===== src/rtl/ifu_prefetch_if.sv =====
// Bundles the memory fetch bus and the instruction delivery handshake of the prefetch unit.
// No logic, so no latency.
// Backpressure travels on mem_gnt_i (memory side) and inst_ready_i (core side).
interface ifu_prefetch_if;
    logic        mem_req_o;
    logic [31:0] mem_addr_o;
    logic        mem_gnt_i;
    logic        mem_rvalid_i;
    logic [31:0] mem_rdata_i;
    logic        inst_valid_o;
    logic [31:0] inst_o;
    logic [31:0] inst_addr_o;
    logic        inst_ready_i;

    // The prefetch unit's view of the bus.
    modport master (
        output mem_req_o,
        output mem_addr_o,
        input  mem_gnt_i,
        input  mem_rvalid_i,
        input  mem_rdata_i,
        output inst_valid_o,
        output inst_o,
        output inst_addr_o,
        input  inst_ready_i
    );

    // The memory and core view of the bus.
    modport slave (
        input  mem_req_o,
        input  mem_addr_o,
        output mem_gnt_i,
        output mem_rvalid_i,
        output mem_rdata_i,
        input  inst_valid_o,
        input  inst_o,
        input  inst_addr_o,
        output inst_ready_i
    );
endinterface


===== src/rtl/ifu_prefetch.sv =====
// Purpose: instruction prefetch unit that fetches in-order words and queues them with their addresses for the core.
// Latency: with a zero-wait memory, inst_valid_o rises 2 cycles after the first request; it then sustains 1 instruction per cycle.
// Backpressure: the request is held off while queued plus outstanding fetches reach DEPTH; inst_ready_i pops the head.
module ifu_prefetch #(
    parameter int          DEPTH      = 4,
    parameter logic [31:0] RESET_ADDR = 32'h0000_0000,
    parameter logic [31:0] NOP_INST   = 32'h0000_0013
) (
    input  logic           clk,
    input  logic           rstn,
    input  logic           jump_en_i,
    input  logic [31:0]    jump_addr_i,
    ifu_prefetch_if.master bus
);
    localparam int CW = $clog2(DEPTH + 1);
    localparam int AW = $clog2(DEPTH);

    localparam logic [1:0] S_BOOT  = 2'd0;
    localparam logic [1:0] S_FETCH = 2'd1;
    localparam logic [1:0] S_DRAIN = 2'd2;

    localparam logic [CW-1:0] CNT_ONE   = CW'(1);
    localparam logic [AW-1:0] PTR_ONE   = AW'(1);
    localparam logic [CW:0]   CREDIT_LIM = (CW+1)'(DEPTH);

    logic [1:0]    state;
    logic [1:0]    state_nxt;
    logic [31:0]   pc;
    logic [31:0]   resp_addr;
    logic [CW-1:0] out_cnt;
    logic [CW-1:0] out_nxt;
    logic [CW-1:0] drop_cnt;
    logic [CW-1:0] drop_nxt;
    logic [CW-1:0] fifo_cnt;
    logic [AW-1:0] wr_ptr;
    logic [AW-1:0] rd_ptr;
    logic [31:0]   fifo_inst [DEPTH];
    logic [31:0]   fifo_addr [DEPTH];

    logic [CW:0]   inflight;
    logic [CW:0]   drop_jump;
    logic          req_int;
    logic          gnt_acc;
    logic          fetch_fire;
    logic          drop;
    logic          push;
    logic          pop;
    logic          fifo_empty;

    // Credit: queued entries plus outstanding fetches never exceed the FIFO size,
    // so every response that is kept always has a slot waiting for it.
    assign inflight   = {1'b0, fifo_cnt} + {1'b0, out_cnt};
    assign req_int    = (state == S_FETCH) && (inflight < CREDIT_LIM);
    // A grant that coincides with a jump still produces a response, which must be dropped.
    assign gnt_acc    = req_int & bus.mem_gnt_i;
    assign fetch_fire = gnt_acc & ~jump_en_i;
    assign drop       = bus.mem_rvalid_i & (jump_en_i | (drop_cnt != '0));
    assign push       = bus.mem_rvalid_i & ~drop;
    assign fifo_empty = (fifo_cnt == '0);
    assign pop        = ~fifo_empty & bus.inst_ready_i & ~jump_en_i;

    // Responses still owed to us at a jump all become stale; the one arriving now is dropped on the spot.
    assign drop_jump  = {1'b0, drop_cnt} + {1'b0, out_cnt} + {{CW{1'b0}}, gnt_acc}
                      - {{CW{1'b0}}, bus.mem_rvalid_i};

    assign bus.mem_req_o    = req_int & ~jump_en_i;
    assign bus.mem_addr_o   = pc;
    assign bus.inst_valid_o = ~fifo_empty;
    assign bus.inst_o       = fifo_empty ? NOP_INST : fifo_inst[rd_ptr];
    assign bus.inst_addr_o  = fifo_empty ? 32'h0 : fifo_addr[rd_ptr];

    // Next-value logic for the stale-response and outstanding-fetch counters.
    always_comb begin
        drop_nxt = drop_cnt;
        out_nxt  = out_cnt;
        if (jump_en_i) begin
            drop_nxt = drop_jump[CW-1:0];
            out_nxt  = '0;
        end else begin
            if (drop) begin
                drop_nxt = drop_cnt - CNT_ONE;
            end
            if (fetch_fire && !push) begin
                out_nxt = out_cnt + CNT_ONE;
            end else if (!fetch_fire && push) begin
                out_nxt = out_cnt - CNT_ONE;
            end
        end
    end

    // Control FSM: boot for one cycle, fetch, and sit in drain until stale responses are gone.
    always_comb begin
        state_nxt = state;
        if (jump_en_i) begin
            state_nxt = (drop_nxt != '0) ? S_DRAIN : S_FETCH;
        end else begin
            case (state)
                S_BOOT:  state_nxt = S_FETCH;
                S_FETCH: state_nxt = S_FETCH;
                S_DRAIN: state_nxt = (drop_nxt == '0) ? S_FETCH : S_DRAIN;
                default: state_nxt = S_BOOT;
            endcase
        end
    end

    // State, fetch PC, response address and counter registers.
    always_ff @(posedge clk or negedge rstn) begin
        if (!rstn) begin
            state     <= S_BOOT;
            pc        <= RESET_ADDR;
            resp_addr <= RESET_ADDR;
            out_cnt   <= '0;
            drop_cnt  <= '0;
        end else begin
            state    <= state_nxt;
            out_cnt  <= out_nxt;
            drop_cnt <= drop_nxt;
            if (jump_en_i) begin
                pc        <= jump_addr_i;
                resp_addr <= jump_addr_i;
            end else begin
                if (fetch_fire) begin
                    pc <= pc + 32'd4;
                end
                if (push) begin
                    resp_addr <= resp_addr + 32'd4;
                end
            end
        end
    end

    // FIFO pointers and occupancy; a jump empties the queue.
    always_ff @(posedge clk or negedge rstn) begin
        if (!rstn) begin
            wr_ptr   <= '0;
            rd_ptr   <= '0;
            fifo_cnt <= '0;
        end else if (jump_en_i) begin
            wr_ptr   <= '0;
            rd_ptr   <= '0;
            fifo_cnt <= '0;
        end else begin
            if (push) begin
                wr_ptr <= wr_ptr + PTR_ONE;
            end
            if (pop) begin
                rd_ptr <= rd_ptr + PTR_ONE;
            end
            if (push && !pop) begin
                fifo_cnt <= fifo_cnt + CNT_ONE;
            end else if (pop && !push) begin
                fifo_cnt <= fifo_cnt - CNT_ONE;
            end
        end
    end

    // FIFO storage; contents are only observed through valid entries, so no reset.
    always_ff @(posedge clk) begin
        if (push) begin
            fifo_inst[wr_ptr] <= bus.mem_rdata_i;
            fifo_addr[wr_ptr] <= resp_addr;
        end
    end

    // A response with nothing outstanding and nothing to drop means the memory broke ordering.
    a_no_orphan_rvalid: assert property (@(posedge clk) disable iff (!rstn)
        !(bus.mem_rvalid_i && (out_cnt == '0) && (drop_cnt == '0)));
endmodule


===== src/flat_wrapper.sv =====
// flat-port wrapper written by rule: the top's interface ports become plain ports
module ifu_prefetch_flat 
#(
    parameter int          DEPTH      = 4,
    parameter logic [31:0] RESET_ADDR = 32'h0000_0000,
    parameter logic [31:0] NOP_INST   = 32'h0000_0013
)
  (clk, rstn, jump_en_i, jump_addr_i, bus_mem_req_o, bus_mem_addr_o, bus_mem_gnt_i, bus_mem_rvalid_i, bus_mem_rdata_i, bus_inst_valid_o, bus_inst_o, bus_inst_addr_o, bus_inst_ready_i);
  ifu_prefetch_if bus_i ();
  input  logic clk;
  input  logic rstn;
  input  logic jump_en_i;
  input  logic [31:0] jump_addr_i;
  output wire logic [$bits(bus_i.mem_req_o)-1:0] bus_mem_req_o;
  output wire logic [$bits(bus_i.mem_addr_o)-1:0] bus_mem_addr_o;
  input wire logic [$bits(bus_i.mem_gnt_i)-1:0] bus_mem_gnt_i;
  input wire logic [$bits(bus_i.mem_rvalid_i)-1:0] bus_mem_rvalid_i;
  input wire logic [$bits(bus_i.mem_rdata_i)-1:0] bus_mem_rdata_i;
  output wire logic [$bits(bus_i.inst_valid_o)-1:0] bus_inst_valid_o;
  output wire logic [$bits(bus_i.inst_o)-1:0] bus_inst_o;
  output wire logic [$bits(bus_i.inst_addr_o)-1:0] bus_inst_addr_o;
  input wire logic [$bits(bus_i.inst_ready_i)-1:0] bus_inst_ready_i;
  assign bus_mem_req_o = bus_i.mem_req_o;
  assign bus_mem_addr_o = bus_i.mem_addr_o;
  assign bus_i.mem_gnt_i = bus_mem_gnt_i;
  assign bus_i.mem_rvalid_i = bus_mem_rvalid_i;
  assign bus_i.mem_rdata_i = bus_mem_rdata_i;
  assign bus_inst_valid_o = bus_i.inst_valid_o;
  assign bus_inst_o = bus_i.inst_o;
  assign bus_inst_addr_o = bus_i.inst_addr_o;
  assign bus_i.inst_ready_i = bus_inst_ready_i;
  ifu_prefetch #(.DEPTH(DEPTH), .RESET_ADDR(RESET_ADDR), .NOP_INST(NOP_INST)) u_core (.clk(clk), .rstn(rstn), .jump_en_i(jump_en_i), .jump_addr_i(jump_addr_i), .bus(bus_i));
endmodule

===== config.mk =====
export PLATFORM = sky130hd
export DESIGN_NAME = ifu_prefetch_flat
export DESIGN_NICKNAME = d
export VERILOG_FILES = /design/src/rtl/ifu_prefetch_if.sv /design/src/rtl/ifu_prefetch.sv /design/src/flat_wrapper.sv
export SDC_FILE = /design/constraint.sdc
export NUM_CORES = 1
export LEC_CHECK = 0
export CAP_MARGIN = 5
export CORE_ASPECT_RATIO = 0.8
export CORE_MARGIN = 2
export CORE_UTILIZATION = 35
export CTS_CLUSTER_DIAMETER = 120
export DETAILED_ROUTE_END_ITERATION = 8
export DONT_BUFFER_PORTS = 1
export HOLD_SLACK_MARGIN = 0.03
export SYNTH_ARGS = -nofsm -noshare
export SYNTH_HDL_FRONTEND = slang
export SYNTH_SLANG_ARGS = --single-unit

===== constraint.sdc =====
create_clock -name clk -period 3.8 [get_ports clk]
set_clock_uncertainty 0.2 [all_clocks]
set_input_delay 1.14 -clock clk [delete_from_list [all_inputs] [get_ports clk]]
set_output_delay 1.14 -clock clk [all_outputs]
set_load 0.1 [all_outputs]

==> summary.md, run 1 <==
| Metric | Value |
|---|---|
| Result of the run | `finished, final reports clean` |
| Detailed Route Iter0 Violations | `726` |
| Post-CTS sizing | `0` |
| Static leakage power | `6.13 nW` |
| Async SR Flop Fraction | `23.6%` |
| Number of antenna violations at the first check in global routing | `1` |
| Data arrival, critical path | `2.36 ns` |
| Kind of critical path | `reg -> out` |
| Final std cells w/o fill | `1671` |
| Synth Instances | `1002` |
| Pin count of the biggest net entering global routing | `101` |
| Highest metal layer used by the detailed router | `met4` |
| Pre-CTS setup slack | `0.606 ns` |
| Number of buffers inserted for hold repair after clock tree synthesis | `0` |
| Top flip-flop cell by instance count after synthesis | `sky130_fd_sc_hd__edfxtp_1` |
| Most common cell after layout, fill and taps aside | `sky130_fd_sc_hd__edfxtp_1` |
| Count of pins over their slew limit | `0` |
| Crit-path max FO | `35` |
| Total chip power | `14.6 mW` |
| Die height | `188 um` |
| Length of the first detailed-routing pass in iterations | `5` |
| Final Instance Area | `0.0181 mm2` |
| Area growth from synthesis to layout | `22.1%` |
| Relative slew margins | `28.8%` |
| Filler cell count | `3717` |
| Via count | `8986` |
| Half-perimeter wire length after placement | `22.5 mm` |
| Layout Utilization | `43.3%` |
| Highest achievable clock rate | `0.271 GHz` |
| Commonest cells after routing, fill and taps aside | `sky130_fd_sc_hd__edfxtp_1 (256), sky130_fd_sc_hd__dfrtp_1 (77), sky130_fd_sc_hd__and2_1 (69)` |
| Clk Latency, worst-skew pair | `0.53 ns` |
| Count of final setup violators | `0` |
| Overflow after GRT | `0` |
| Total of buffers placed on input and output ports | `0` |
| Clock Tree Buf Depth | `3` |
| Average cell area after synthesis | `14.8 um2` |
| Number of buffers inserted during clock tree synthesis | `36` |
| Pwr per Cell Area | `806 mW/mm2` |
| Wire length of the first global-routing pass | `53.4 mm` |
| Post-synth cell types | `59` |
| Max rail drop VDD | `521 uV` |
| Portion of the clock cycle consumed by the worst path in the final layout | `97.3%` |
| Kind of start point of the critical path | `flop` |
| Met3 routed wirelength | `2.82 mm` |
| Crit path time final | `3.70 ns` |
| # diodes | `0` |
| Routed len/inst | `20.6 um` |
| Number of synthesized flops with an enable pin | `256` |
| Setup slack on the worst flop-to-flop path | `0.73 ns` |
| Min setup slack post-route | `0.104 ns` |
| Post-CTS repair timing setup buffer count | `0` |
| Count of nets after finishing | `1178` |
| Depth of the CTS H-tree | `2` |
| Worst min-delay path category | `in -> async` |
| Worst-path clk slew | `0.06 ns` |
| CTS tree | `yes` |
| Floorplan core area | `0.0419 mm2` |
| Placer's final routability congestion estimate | `0.813` |
| Via count normalized by instance count | `5.38` |
| Post-synthesis sequential area ratio | `65.1%` |
| Die area | `0.0441 mm2` |
| Combined global-route utilization of all metal layers | `15.7%` |
| Via count of the first global-routing pass | `8932` |
| I/O pin count | `168` |
| DP Cell Count | `1606` |
| Met1 WL | `16.2 mm` |
| Netlist Area Pre-Place | `0.0149 mm2` |
| Standard-cell rows | `67` |
| Seq cells post-synth | `335` |
| Fraction of layout instances using a drive strength above 1 | `22.8%` |
| Root Driver | `sky130_fd_sc_hd__clkbuf_16` |
| Unrepaired setup endpoints after global routing | `false` |
| DIE WIDTH | `234 um` |
| Number of sinks on the clock net | `335` |
| DRC | `0` |
| CP Capture Type | `output pin` |
| Final antenna-violating net count | `0` |
| Slew at the pin closest to its max-slew limit | `1.07 ns` |
| Endpoint required time on the critical path | `2.46 ns` |
| Initial core utilization | `35.4%` |
| Post-detailed-routing wire length | `34.4 mm` |
| Cell Area, Placed | `0.0170 mm2` |
| Count of yosys warnings during synthesis | `0` |
| Final number of hold-violating endpoints | `0` |
| Number of nets in the synthesized netlist | `1088` |
| Max-cap violations | `0` |
| Total length of routed met2 wires | `15.0 mm` |
[area by class of cell]
cell class / count / area [um2] / area share [%]
Clock buffer: 43 / 948 / 5.23
Clock inverter: 22 / 196 / 1.08
Inverter: 30 / 115 / 0.635
Multi-Input combinational cell: 580 / 4840 / 26.7
Sequential cell: 335 / 9670 / 53.3
Tap cell: 552 / 691 / 3.81
Timing Repair Buffer: 109 / 1670 / 9.21
[where the power goes]
part	internal, mW	switching, mW
clock network	2.00	1.43
registers	4.15	0.267
logic	2.36	4.41
[sequential cells by signal, summed over array words and instances (netlist names)]
| signal | cells |
|---|---|
| u_core.drop_cnt | 3 |
| u_core.out_cnt | 3 |
| u_core.resp_addr | 32 |
| u_core.state | 2 |
| u_core.fifo_addr | 128 |
| u_core.fifo_inst | 128 |
| u_core.fifo_cnt | 3 |
| u_core.wr_ptr | 2 |
| u_core.rd_ptr | 2 |
| u_core.bus.mem_addr_o | 32 |
[cell usage after synthesis, types with 3 or more instances]
cell,number,area share (%)
sky130_fd_sc_hd__edfxtp_1,256,52
sky130_fd_sc_hd__dfrtp_1,79,13
sky130_fd_sc_hd__and2_1,73,3.1
sky130_fd_sc_hd__mux4_2,64,9.7
sky130_fd_sc_hd__nor2_1,55,1.4
sky130_fd_sc_hd__nand2_1,35,0.88
sky130_fd_sc_hd__clkbuf_1,28,0.71
sky130_fd_sc_hd__inv_1,28,0.71
sky130_fd_sc_hd__nor4_1,28,1.2
sky130_fd_sc_hd__a211oi_1,25,1.3
sky130_fd_sc_hd__nand3_1,25,0.84
sky130_fd_sc_hd__nand4_1,25,1.1
sky130_fd_sc_hd__o21ai_0,20,0.67
sky130_fd_sc_hd__nor3_1,18,0.61
sky130_fd_sc_hd__a31oi_1,17,0.72
sky130_fd_sc_hd__and3_1,15,0.63
sky130_fd_sc_hd__and4_1,14,0.83
sky130_fd_sc_hd__xnor2_1,14,0.83
sky130_fd_sc_hd__a21oi_1,13,0.44
sky130_fd_sc_hd__buf_2,13,0.44
sky130_fd_sc_hd__nor2b_1,13,0.55
sky130_fd_sc_hd__o31ai_1,13,0.66
sky130_fd_sc_hd__ha_1,12,1.0
sky130_fd_sc_hd__or4_1,11,0.56
sky130_fd_sc_hd__buf_1,10,0.25
sky130_fd_sc_hd__a311oi_1,7,0.41
sky130_fd_sc_hd__or3_1,7,0.29
sky130_fd_sc_hd__xor2_1,7,0.41
sky130_fd_sc_hd__mux2_2,6,0.45
sky130_fd_sc_hd__or2_2,6,0.25
sky130_fd_sc_hd__nand2b_1,5,0.21
sky130_fd_sc_hd__nor3b_1,5,0.25
sky130_fd_sc_hd__a211o_1,4,0.24
sky130_fd_sc_hd__a21boi_0,4,0.20
sky130_fd_sc_hd__a21o_1,4,0.20
sky130_fd_sc_hd__a221oi_1,4,0.24
sky130_fd_sc_hd__fa_1,4,0.54
sky130_fd_sc_hd__o31a_1,4,0.24
sky130_fd_sc_hd__buf_4,3,0.15
sky130_fd_sc_hd__mux2i_1,3,0.20
[layer usage]
| layer | track usage (%) | up-vias |
|---|---|---|
| li1 | - | 4111 |
| met1 | 23.7 | 4531 |
| met2 | 22.8 | 307 |
| met3 | 4.30 | 37 |
| met4 | 3.12 | 0 |
| met5 | 0 | - |
[worst max-delay path: stages, from the launching register on]
cell and delay, ns:
sky130_fd_sc_hd__dfrtp_4 0.44, sky130_fd_sc_hd__buf_12 0.29, sky130_fd_sc_hd__mux4_2 0.57, sky130_fd_sc_hd__or2_2 0.52
[path summary, 6_finish.rpt]
kind,startpoint,cells past startpoint,end
max in group asynchronous,rstn,0,u_core.rd_ptr[0]
min in group clk,u_core.resp_addr[0],0,u_core.fifo_addr[3][0]
hold / removal,rstn,0,u_core.bus.mem_addr_o[26]
setup reg to reg,u_core.fifo_cnt[2],11,u_core.state[1]
setup / recovery,u_core.rd_ptr[0],3,bus_inst_o[1]
hold reg to reg,u_core.resp_addr[0],0,u_core.fifo_addr[3][0]
[stage by stage]
| stage | TNS (ns) | hold slack (ns) |
|---|---|---|
| 6_report | 0 | 0.102 |
| 5_1_grt | 0 | 0.0863 |
| 4_1_cts | 0 | 0.0873 |
| 3_5_place_dp | 0 | 0.337 |
| 3_3_place_gp | 0 | 0.300 |
| 2_1_floorplan | -0.174 | 0.276 |
[cell families after synthesis]
group	share of synthesized area, %
compound gates	5.71
xor+xnor	1.24
fa+ha+maj	1.55
buf+inv	2.49
flops	65.1
mux	10.4
simple gates	13.6
Power figures use the tool's default switching activity.
==> inputs of run 2 (changes only) <==
- GPL_TIMING_DRIVEN: unset -> 0
==> run 2 against run 1 <==
  * Clock-buffer cell count decreased by 2
  * Die area did not move
  * First-iteration DRC count shrank 8.4%
  * Flip-flop and latch count unchanged
  * Cell area decreased by 6.3%
  * Via count is 0.18% lower
  * Worst setup slack got worse by 0.026 ns
  * Worst hold slack better by 0.00083 ns
  * Combinational power shrank 22%
  * Register-to-register slack worse by 0.61 ns
  * Wire length rose by 8.9%
  * Critical path type unchanged
  * Highest routed layer is now met5
==> summary.md, run 2 (synthesis gave the netlist of run 1 again) <==
| Metric | Value |
|---|---|
| Kind of start point of the critical path | `flop` |
| Overflow after GRT | `0` |
| CP Capture Type | `output pin` |
| Result of the run | `finished, final reports clean` |
| CTS tree | `yes` |
| Most common cell after layout, fill and taps aside | `sky130_fd_sc_hd__edfxtp_1` |
| Routed len/inst | `23.1 um` |
| Series of cell instances along the critical path | `buf_4, buf_4, mux4_2, and2_2` |
| Crit path max-delay cell type | `sky130_fd_sc_hd__mux4_2` |
| Area growth from synthesis to layout | `14.4%` |
| Final number of hold-violating endpoints | `0` |
| Cell Area, Placed | `0.0157 mm2` |
| Worst min-delay path category | `in -> async` |
| Portion of the clock cycle consumed by the worst path in the final layout | `97.9%` |
| Leading registers by flop count | `u_core.fifo_addr (128), u_core.fifo_inst (128)` |
| Filler cell count | `3849` |
| Detailed Route Iter0 Violations | `665` |
| Endpoint required time on the critical path | `2.46 ns` |
| Crit-path max FO | `10` |
| CP max stage delay | `0.52 ns` |
| # diodes | `0` |
| Setup slack on the worst flop-to-flop path | `0.12 ns` |
| Reg area | `0.00967 mm2` |
| Layout Utilization | `40.5%` |
| Fraction of layout instances using a drive strength above 1 | `22.0%` |
| Crit path time final | `3.72 ns` |
| Via count normalized by instance count | `5.52` |
| Count of nets after finishing | `1132` |
| Footprint of the multi-input gates | `0.00496 mm2` |
| Max rail drop VDD | `342 uV` |
| R2r endpoint | `u_core.state[1]` |
| Cell type with the highest occurrence count on the critical path | `sky130_fd_sc_hd__buf_4` |
| Root Driver | `sky130_fd_sc_hd__clkbuf_16` |
| I/O pin count | `168` |
| Unrepaired setup endpoints after global routing | `true` |
| Length of the first detailed-routing pass in iterations | `6` |
| Number of sinks on the clock net | `335` |
| Count of pins over their slew limit | `0` |
| Number of buffers inserted for hold repair after clock tree synthesis | `0` |
| Depth of the CTS H-tree | `2` |
| Combined global-route utilization of all metal layers | `17.0%` |
| Final Instance Area | `0.0170 mm2` |
| Floorplan core area | `0.0419 mm2` |
| DIE WIDTH | `234 um` |
| Clock Tree Buf Depth | `3` |
| Max-cap violations | `0` |
| Half-perimeter wire length after placement | `25.0 mm` |
| Via count of the first global-routing pass | `9154` |
| Static leakage power | `5.64 nW` |
| Reg-to-reg startpoint | `u_core.fifo_cnt[2]` |
| Highest achievable clock rate | `0.269 GHz` |
| Relative slew margins | `22.9%` |
| Data arrival, critical path | `2.38 ns` |
| Commonest cells after routing, fill and taps aside | `sky130_fd_sc_hd__edfxtp_1 (256), sky130_fd_sc_hd__dfrtp_1 (78), sky130_fd_sc_hd__mux4_2 (64)` |
| Die height | `188 um` |
| Clk Latency, worst-skew pair | `0.53 ns` |
| Standard-cell rows | `67` |
| Via count | `8970` |
| Kind of critical path | `reg -> out` |
| Worst-path clk slew | `0.06 ns` |
| Die area | `0.0441 mm2` |
| Number of antenna violations at the first check in global routing | `1` |
| Count of final setup violators | `0` |
| Final antenna-violating net count | `0` |
| Pin count of the biggest net entering global routing | `80` |
| Slew at the pin closest to its max-slew limit | `1.16 ns` |
| Placer's final routability congestion estimate | `0.892` |
| Initial core utilization | `35.4%` |
| Total of buffers placed on input and output ports | `0` |
| R2R cell count | `14` |
| DRC | `0` |
| Post-detailed-routing wire length | `37.5 mm` |
| Pwr per Cell Area | `781 mW/mm2` |
| Number of buffers inserted during clock tree synthesis | `36` |
| Wire length of the first global-routing pass | `56.7 mm` |
==> run 2: cell types whose count changed in the layout (fill, tap and decap cells not counted), sizes merged <==
cell           previous run  this run
clkinv                   13        18
buf                     109        34
inv                      34        32
clkdlybuf4s18             0         1
clkbuf                   43        69
clkinvlp                  2         1
bufinv                    3         2
==> run 2: cell type report <==
type                    instances  area share [%]
plain buffers                  57            1.91
clock buffers                  41            5.41
clock inverters                23            1.03
inverters                      30           0.692
multi-input cells             580            29.2
flip-flops and latches        335            56.9
well taps                     552            4.06
repair buffers                  6           0.854
==> run 2: routing by layer <==
layer	GRT usage, %	routed length, um	vias up
li1	-	-	4021
met1	24.2	16500	4533
met2	25.5	16600	355
met3	5.16	3560	59
met4	4.43	814	2
met5	0	10	-
==> run 2: stage by stage <==
stage	power, mW	TNS, ns	instances	hold WS [ns]	worst slack (ns)
after detailed placement	9.86	-32.10	1559	0.319	-0.854
final	13.3	0	1624	0.102	0.0779
after CTS	13.4	0	1624	0.0751	0.00187
after global placement	9.79	-59.99	1554	0.310	-0.825
after global routing	13.8	-0.422	1624	0.0793	-0.0504
after floorplan	9.10	-0.174	1002	0.276	-0.174
==> run 2: report_power, final <==
part	switching, mW	internal, mW	total (mW)
sequential	0.528	4.14	4.67
combinational	4.05	1.23	5.28
clock	1.43	1.88	3.31
==> run 2: critical path, delay by kind of cell, from the launching register on <==
kind                   cells  cell delay (ns)
buffers and inverters      2             0.55
and+or+nand+nor            1             0.39
DFF                        1             0.37
muxes                      1             0.52
==> run 2: worst max path at each step <==
stage | start | end | slack [ns] | depth (start not counted)
detailed placement | u_core.fifo_cnt[0] | bus_inst_o[27] | -0.85 | 4
finish | u_core.rd_ptr[0] | bus_inst_addr_o[27] | 0.08 | 4
global placement | u_core.fifo_cnt[0] | bus_inst_o[24] | -0.82 | 4
global route | u_core.rd_ptr[0] | bus_inst_addr_o[27] | -0.05 | 4
floorplan | jump_en_i | bus_mem_req_o | -0.17 | 4
CTS | u_core.rd_ptr[0] | bus_inst_addr_o[27] | 0.002 | 4
==> run 2: timing repair <==
action / 4_1_cts / 5_1_grt
endpoints found under the setup margin: 64 / 31
setup buffers: 1 / 0
gates resized for setup: 93 / 11
pin swaps: 1 / 0
